`config.mk`:
```
export PLATFORM = sky130hd
export DESIGN_NAME = estendedor_de_pulso_ativo_baixo_flat
export DESIGN_NICKNAME = d
export VERILOG_FILES = /design/src/rtl/estendedor_de_pulso_ativo_baixo_pkg.sv /design/src/rtl/estendedor_de_pulso_ativo_baixo_if.sv /design/src/rtl/estendedor_de_pulso_ativo_baixo_contador_descendente.sv /design/src/rtl/estendedor_de_pulso_ativo_baixo.sv /design/src/flat_wrapper.sv
export SDC_FILE = /design/constraint.sdc
export NUM_CORES = 1
export LEC_CHECK = 0
export BUFFER_PORTS_ARGS = -buffer_cell sky130_fd_sc_hd__buf_2
export CAP_MARGIN = 10
export CORE_AREA = 2 2 39 41
export CTS_BUF_LIST = sky130_fd_sc_hd__clkbuf_8
export DETAILED_ROUTE_END_ITERATION = 10
export DIE_AREA = 0 0 41 43
export GPL_TIMING_DRIVEN = 0
export HOLD_SLACK_MARGIN = 0.02
export SLEW_MARGIN = 5
export SYNTH_ARGS = -nofsm -noshare
export SYNTH_HDL_FRONTEND = slang
export SYNTH_SLANG_ARGS = --single-unit
```
`constraint.sdc`:
```
create_clock -name clk -period 2.9 [get_ports clk]
set_clock_uncertainty 0.05 [all_clocks]
set_input_delay 0.435 -clock clk [delete_from_list [all_inputs] [get_ports clk]]
set_output_delay 0.435 -clock clk [all_outputs]
set_load 0.01 [all_outputs]
```
`src/rtl/estendedor_de_pulso_ativo_baixo_pkg.sv`:
```
// Shared types and default widths for the strobe extender and the button edge-detection path.
package estendedor_de_pulso_ativo_baixo_pkg;

    typedef enum logic [1:0] {
        EST_OCIOSO    = 2'd0,
        EST_ATIVO     = 2'd1,
        EST_INTERVALO = 2'd2
    } estado_t;

    localparam int LARGURA_PULSO_PADRAO = 4;
    localparam int INTERVALO_PADRAO     = 2;
    localparam int MAX_PENDENTES_PADRAO = 3;

    function automatic int max_int(input int a, input int b);
        return (a > b) ? a : b;
    endfunction

endpackage

```
`src/rtl/estendedor_de_pulso_ativo_baixo_if.sv`:
```
// Request/strobe bundle between the control unit (master) and the strobe extender (slave).
// Semantics: every clk cycle with pulso_entrada=1 is one request; there is no ready, so a
// request the extender cannot take is dropped and reported through the sticky estouro flag.
interface estendedor_de_pulso_ativo_baixo_if #(
    parameter int MAX_PENDENTES = estendedor_de_pulso_ativo_baixo_pkg::MAX_PENDENTES_PADRAO
);
    localparam int PEND_W = $clog2(MAX_PENDENTES + 1);

    logic                                      pulso_entrada;
    logic                                      saida_n;
    logic                                      ocupado;
    logic [PEND_W-1:0]                         pendentes;
    logic                                      estouro;
    estendedor_de_pulso_ativo_baixo_pkg::estado_t estado;

    modport master (
        output pulso_entrada,
        input  saida_n,
        input  ocupado,
        input  pendentes,
        input  estouro,
        input  estado
    );

    modport slave (
        input  pulso_entrada,
        output saida_n,
        output ocupado,
        output pendentes,
        output estouro,
        output estado
    );

endinterface

```
`src/rtl/estendedor_de_pulso_ativo_baixo_contador_descendente.sv`:
```
// Loadable down-counter with a zero flag; saturates at zero when decremented further.
module contador_descendente #(
    parameter int LARGURA = 3
) (
    input  logic               clk,
    input  logic               reset,
    input  logic               carregar,
    input  logic               decrementar,
    input  logic [LARGURA-1:0] valor,
    output logic               zero
);

    logic [LARGURA-1:0] cont_q, cont_d;

    always_comb begin
        cont_d = cont_q;
        if (carregar) begin
            cont_d = valor;
        end else if (decrementar && (cont_q != '0)) begin
            cont_d = cont_q - LARGURA'(1);
        end
    end

    always_ff @(posedge clk or posedge reset) begin
        if (reset) begin
            cont_q <= '0;
        end else begin
            cont_q <= cont_d;
        end
    end

    assign zero = (cont_q == '0);

endmodule

```
`src/rtl/estendedor_de_pulso_ativo_baixo.sv`:
```
// Active-low strobe extender: each request becomes a LARGURA_PULSO-cycle low strobe followed by an
// INTERVALO-cycle high gap. Define ESTENDEDOR_FILA_EN to queue requests that arrive while busy.
module estendedor_de_pulso_ativo_baixo
    import estendedor_de_pulso_ativo_baixo_pkg::*;
#(
    parameter int LARGURA_PULSO = LARGURA_PULSO_PADRAO,
    parameter int INTERVALO     = INTERVALO_PADRAO,
    parameter int MAX_PENDENTES = MAX_PENDENTES_PADRAO
) (
    input logic                              clk,
    input logic                              reset,
    estendedor_de_pulso_ativo_baixo_if.slave bus
);

    localparam int CONT_W = $clog2(max_int(LARGURA_PULSO, INTERVALO) + 1);
    localparam int PEND_W = $clog2(MAX_PENDENTES + 1);
    localparam logic [CONT_W-1:0] CARGA_ATIVO     = CONT_W'(LARGURA_PULSO - 1);
    localparam logic [CONT_W-1:0] CARGA_INTERVALO = CONT_W'(INTERVALO - 1);

    estado_t estado_q, estado_d;
    logic    saida_n_q, saida_n_d;
    logic    ocupado_q, ocupado_d;
    logic    estouro_q, estouro_d;

    logic              cont_carregar;
    logic              cont_decrementar;
    logic [CONT_W-1:0] cont_valor;
    logic              cont_zero;

    logic pedido;
    logic ultimo_intervalo;
    logic pedido_ocupado;
    logic tem_pendente;
    logic descarta;

    contador_descendente #(
        .LARGURA (CONT_W)
    ) u_cont (
        .clk         (clk),
        .reset       (reset),
        .carregar    (cont_carregar),
        .decrementar (cont_decrementar),
        .valor       (cont_valor),
        .zero        (cont_zero)
    );

    assign pedido           = bus.pulso_entrada;
    assign ultimo_intervalo = (estado_q == EST_INTERVALO) && cont_zero;
    // A request in the last gap cycle with nothing queued starts the next strobe itself.
    assign pedido_ocupado   = pedido && (estado_q != EST_OCIOSO)
                              && !(ultimo_intervalo && !tem_pendente);

`ifdef ESTENDEDOR_FILA_EN
    logic [PEND_W-1:0] pendentes_q, pendentes_d;
    logic              consome;
    logic              enfileira;

    assign tem_pendente = (pendentes_q != '0);
    assign consome      = ultimo_intervalo && tem_pendente;
    // A slot freed by a strobe starting this cycle can take the incoming request even when full.
    assign enfileira    = pedido_ocupado
                          && ((pendentes_q < PEND_W'(MAX_PENDENTES)) || consome);
    assign descarta     = pedido_ocupado && !enfileira;

    always_comb begin
        pendentes_d = pendentes_q;
        if (enfileira && !consome) begin
            pendentes_d = pendentes_q + PEND_W'(1);
        end else if (!enfileira && consome) begin
            pendentes_d = pendentes_q - PEND_W'(1);
        end
    end

    always_ff @(posedge clk or posedge reset) begin
        if (reset) begin
            pendentes_q <= '0;
        end else begin
            pendentes_q <= pendentes_d;
        end
    end

    assign bus.pendentes = pendentes_q;
`else
    assign tem_pendente  = 1'b0;
    assign descarta      = pedido_ocupado;
    assign bus.pendentes = '0;
`endif

    always_comb begin
        estado_d         = estado_q;
        cont_carregar    = 1'b0;
        cont_decrementar = 1'b0;
        cont_valor       = '0;
        case (estado_q)
            EST_OCIOSO: begin
                if (pedido) begin
                    estado_d      = EST_ATIVO;
                    cont_carregar = 1'b1;
                    cont_valor    = CARGA_ATIVO;
                end
            end
            EST_ATIVO: begin
                if (cont_zero) begin
                    estado_d      = EST_INTERVALO;
                    cont_carregar = 1'b1;
                    cont_valor    = CARGA_INTERVALO;
                end else begin
                    cont_decrementar = 1'b1;
                end
            end
            EST_INTERVALO: begin
                if (cont_zero) begin
                    if (tem_pendente || pedido) begin
                        estado_d      = EST_ATIVO;
                        cont_carregar = 1'b1;
                        cont_valor    = CARGA_ATIVO;
                    end else begin
                        estado_d = EST_OCIOSO;
                    end
                end else begin
                    cont_decrementar = 1'b1;
                end
            end
            default: begin
                estado_d = EST_OCIOSO;
            end
        endcase
    end

    // Outputs are registered from the next state so they toggle on the same edge as the FSM.
    always_comb begin
        saida_n_d = (estado_d != EST_ATIVO);
        ocupado_d = (estado_d != EST_OCIOSO);
        estouro_d = estouro_q | descarta;
    end

    always_ff @(posedge clk or posedge reset) begin
        if (reset) begin
            estado_q  <= EST_OCIOSO;
            saida_n_q <= 1'b1;
            ocupado_q <= 1'b0;
            estouro_q <= 1'b0;
        end else begin
            estado_q  <= estado_d;
            saida_n_q <= saida_n_d;
            ocupado_q <= ocupado_d;
            estouro_q <= estouro_d;
        end
    end

    assign bus.saida_n = saida_n_q;
    assign bus.ocupado = ocupado_q;
    assign bus.estouro = estouro_q;
    assign bus.estado  = estado_q;

endmodule

```
`src/flat_wrapper.sv`:
```
// flat-port wrapper written by rule: the top's interface ports become plain ports
module estendedor_de_pulso_ativo_baixo_flat import estendedor_de_pulso_ativo_baixo_pkg::*;
#(
    parameter int LARGURA_PULSO = LARGURA_PULSO_PADRAO,
    parameter int INTERVALO     = INTERVALO_PADRAO,
    parameter int MAX_PENDENTES = MAX_PENDENTES_PADRAO
)
  (clk, reset, bus_pulso_entrada, bus_saida_n, bus_ocupado, bus_pendentes, bus_estouro, bus_estado);
  estendedor_de_pulso_ativo_baixo_if #(.MAX_PENDENTES(MAX_PENDENTES)) bus_i ();
  input logic clk;
  input logic reset;
  input wire logic [$bits(bus_i.pulso_entrada)-1:0] bus_pulso_entrada;
  output wire logic [$bits(bus_i.saida_n)-1:0] bus_saida_n;
  output wire logic [$bits(bus_i.ocupado)-1:0] bus_ocupado;
  output wire logic [$bits(bus_i.pendentes)-1:0] bus_pendentes;
  output wire logic [$bits(bus_i.estouro)-1:0] bus_estouro;
  output wire logic [$bits(bus_i.estado)-1:0] bus_estado;
  assign bus_i.pulso_entrada = bus_pulso_entrada;
  assign bus_saida_n = bus_i.saida_n;
  assign bus_ocupado = bus_i.ocupado;
  assign bus_pendentes = bus_i.pendentes;
  assign bus_estouro = bus_i.estouro;
  assign bus_estado = bus_i.estado;
  estendedor_de_pulso_ativo_baixo #(.LARGURA_PULSO(LARGURA_PULSO), .INTERVALO(INTERVALO), .MAX_PENDENTES(MAX_PENDENTES)) u_core (.clk(clk), .reset(reset), .bus(bus_i));
endmodule
```
==> out/metrics.yaml <==
status:
  status: "completed"
power_and_ir_drop:
  leakage_nw: 0.324
  cellPowerDensity_nw_per_um2: 1160
  irDropWorstVdd_mv: 0.482
worst_setup_path:
  r2r_setup_slack_ns: 1.25
  crit_type: "flop to flop"
  worstReg2RegEnd: "u_core.bus.ocupado$_DFF_PP0_"
  path_max_fanout: 5
  rr_startpoint: "u_core.bus.estado[1]$_DFF_PP0_"
  startpoint: "u_core.bus.estado[1]$_DFF_PP0_"
  reg2reg_depth: 6
  crit_arrival_ns: 1.71
  end_kind: "flop"
  critPathRequiredTime_ns: 2.96
  startpoint_type: "flop"
logic_synthesis:
  ys_ff_latch: 8
  yosys.area.top_type_share: 0.344
  synth.distinct_cells: 23
  netlist_area_sq_um: 509
  synth_area_per_cell_sq_um: 10.4
  yosysTopAreaCell: "dfrtp_1"
  syn_inst: 49
  synth_area_leaders: "dfrtp_1, ha_1, inv_1, dfstp_2, a31oi_4"
  yosysSeqAreaShare: 0.396
  synth_warnings: 0
sta:
  rsz0062_at_grt: "false"
  hold_viol: 0
  setup_viol: 0
  fin_crit_sh: 0.569
  fmax_mhz: 606
  fin_tns_setup_ns: 0
  final.min_clock_period_ns: 1.65
  maxSlewViolCount: 0
global_routing:
  grt_usage: 0.134
  grt.overflow.total: 0
  antenna_found_initial: 0
  grt_pass1_vias: 375
  grt_pass1_wl_um: 1490
  grt_max_degree: 9
final_layout:
  area_growth_pct: 20.4
  drive_above_1_share: 0.295
  nets: 71
  final_util: 0.443
  n_antenna_cell: 0
routing:
  via_count: 337
  final_antenna_net_count: 0
  drt-wirelength-per-cell_um: 10.6
  drc: 0
  drtPass1Iterations: 1
  vias_per_cell: 4.38
  wl_um: 815
  drt_iter0_markers: 0
clock_tree:
  htree_levels: 1
  clkSinkCount: 8
  cts_resized: 0
  hold_buffers: 0
  cts_made_buffers: 3
  clockRootBuffer: "clkbuf_8"
  path_clk_slew_ns: 0.04
  clk_latency_ns: 0.23
  postCtsSetupBuffers: 0
  cts_tree: "done"
  cts.path.max_buffers: 2
die:
  core_area_sq_um: 1380
  core.rowCount: 14
  ios: 10
  dieWidth_um: 41
  die_area_sq_um: 1760
  dieHeight_um: 43
  initial_core_util: 0.368
min_path:
  hold_path_class: "primary input to async pin"
placement:
  place.gp.congestion: 0.787
  port_buffers: 7
  dp_hpwl_um: 688
run:
  maxCapViolCount: 0
==> state kept, by name (all words and copies together), names as in the netlist <==
name	count
u_core.bus.ocupado	1
u_core.bus.estouro	1
u_core.bus.saida_n	1
u_core.u_cont.cont_q	3
u_core.bus.estado	2
==> worst max path at each step <==
stage	endpoint	slack, ns	cells after the start
finish	u_core.bus.ocupado$_DFF_PP0_	1.25	6
global route	u_core.bus.ocupado$_DFF_PP0_	1.15	6
CTS	u_core.bus.ocupado$_DFF_PP0_	1.24	6
detailed placement	u_core.bus.ocupado$_DFF_PP0_	1.25	6
global placement	u_core.bus.ocupado$_DFF_PP0_	1.27	6
floorplan	u_core.bus.ocupado$_DFF_PP0_	1.30	6
==> stage by stage <==
stage          setup WS (ns)  area (sq um)  hold WS, ns  std cells  power [mW]
2_1_floorplan           1.30           513        0.200         50       0.494
3_3_place_gp            1.27           568        0.337         73       0.570
3_5_place_dp            1.25           568        0.334         73       0.585
4_1_cts                 1.24           613       0.0864         77       0.726
5_1_grt                 1.15           613        0.116         77       0.781
6_report                1.25           613       0.0793         77       0.712
==> Yosys cell counts <==
master    n
inv_1     9
dfrtp_1   7
ha_1      6
nand2_1   3
a21o_1    2
a21oi_1   2
buf_4     2
nor2_1    2
nor3_1    2
a22o_1    1
a31oi_4   1
and3b_1   1
conb_1    1
dfstp_2   1
mux2i_1   1
nand2b_1  1
nand2b_4  1
nand3_1   1
nor3b_2   1
o211ai_2  1
o31ai_2   1
or2_1     1
xnor2_1   1
==> kinds of logic (layout without fill, tap and decap cells) <==
family | count (synthesis) | in the layout | share of synthesized area
flip-flops | 8 | 8 | 0.396
other | 1 | 2 | 0.00736
AND/OR/NAND/NOR | 13 | 13 | 0.160
XOR/XNOR | 1 | 1 | 0.0172
adder cells (fa/ha/maj) | 6 | 6 | 0.147
AO/OA/AOI/OAI | 8 | 8 | 0.157
multiplexers | 1 | 1 | 0.0197
buffers and inverters | 11 | 22 | 0.0958
==> worst max-delay path, cell delays in order (launching register included) <==
cell and delay [ns]:
dfrtp_1 0.44, inv_1 0.09, ha_1 0.19, or2_1 0.25, a22o_1 0.24, a31oi_4 0.21
nand2b_1 0.07
==> per-layer routing <==
| metal | vias up | track usage | part of all wire |
|---|---|---|---|
| met5 | - | 0 | 0 |
| met4 | 0 | 0.120 | 0.033 |
| met3 | 4 | 0.0314 | 0.036 |
| met2 | 8 | 0.188 | 0.51 |
| met1 | 149 | 0.162 | 0.42 |
| li1 | 176 | - | - |
==> report_power, final <==
part	internal, mW	total (mW)	switching (mW)	leakage, nW
Clock	0.0915	0.134	0.0422	0.0269
Sequential	0.168	0.199	0.0304	0.0912
Combinational	0.171	0.380	0.209	0.206
==> cells in the final DEF, fill, tap and decap left out <==
cell,synthesis,routed
nor3_1,2,2
nand3_1,1,1
conb_1,1,2
xnor2_1,1,1
a21oi_1,2,2
inv_1,9,10
clkbuf_8,0,3
mux2i_1,1,1
nand2b_4,1,1
buf_2,0,7
nor3b_2,1,1
ha_1,6,6
nor2_1,2,2
dfstp_2,1,1
o31ai_2,1,1
a31oi_4,1,1
dfrtp_1,7,7
a22o_1,1,1
or2_1,1,1
and3b_1,1,1
nand2_1,3,3
nand2b_1,1,1
buf_4,2,2
o211ai_2,1,1
a21o_1,2,2
==> layout make-up <==
| class | instances | area, sq um |
|---|---|---|
| clock buffers | 3 | 41.3 |
| inverters | 9 | 33.8 |
| well taps | 16 | 20.0 |
| clock inverters | 1 | 3.75 |
| multi-input cells | 31 | 263 |
| flip-flops and latches | 8 | 201 |
| plain buffers | 2 | 15.0 |
| repair buffers | 7 | 35.0 |
| fillers | 139 | 771 |
(Power assumes the default switching activity.)
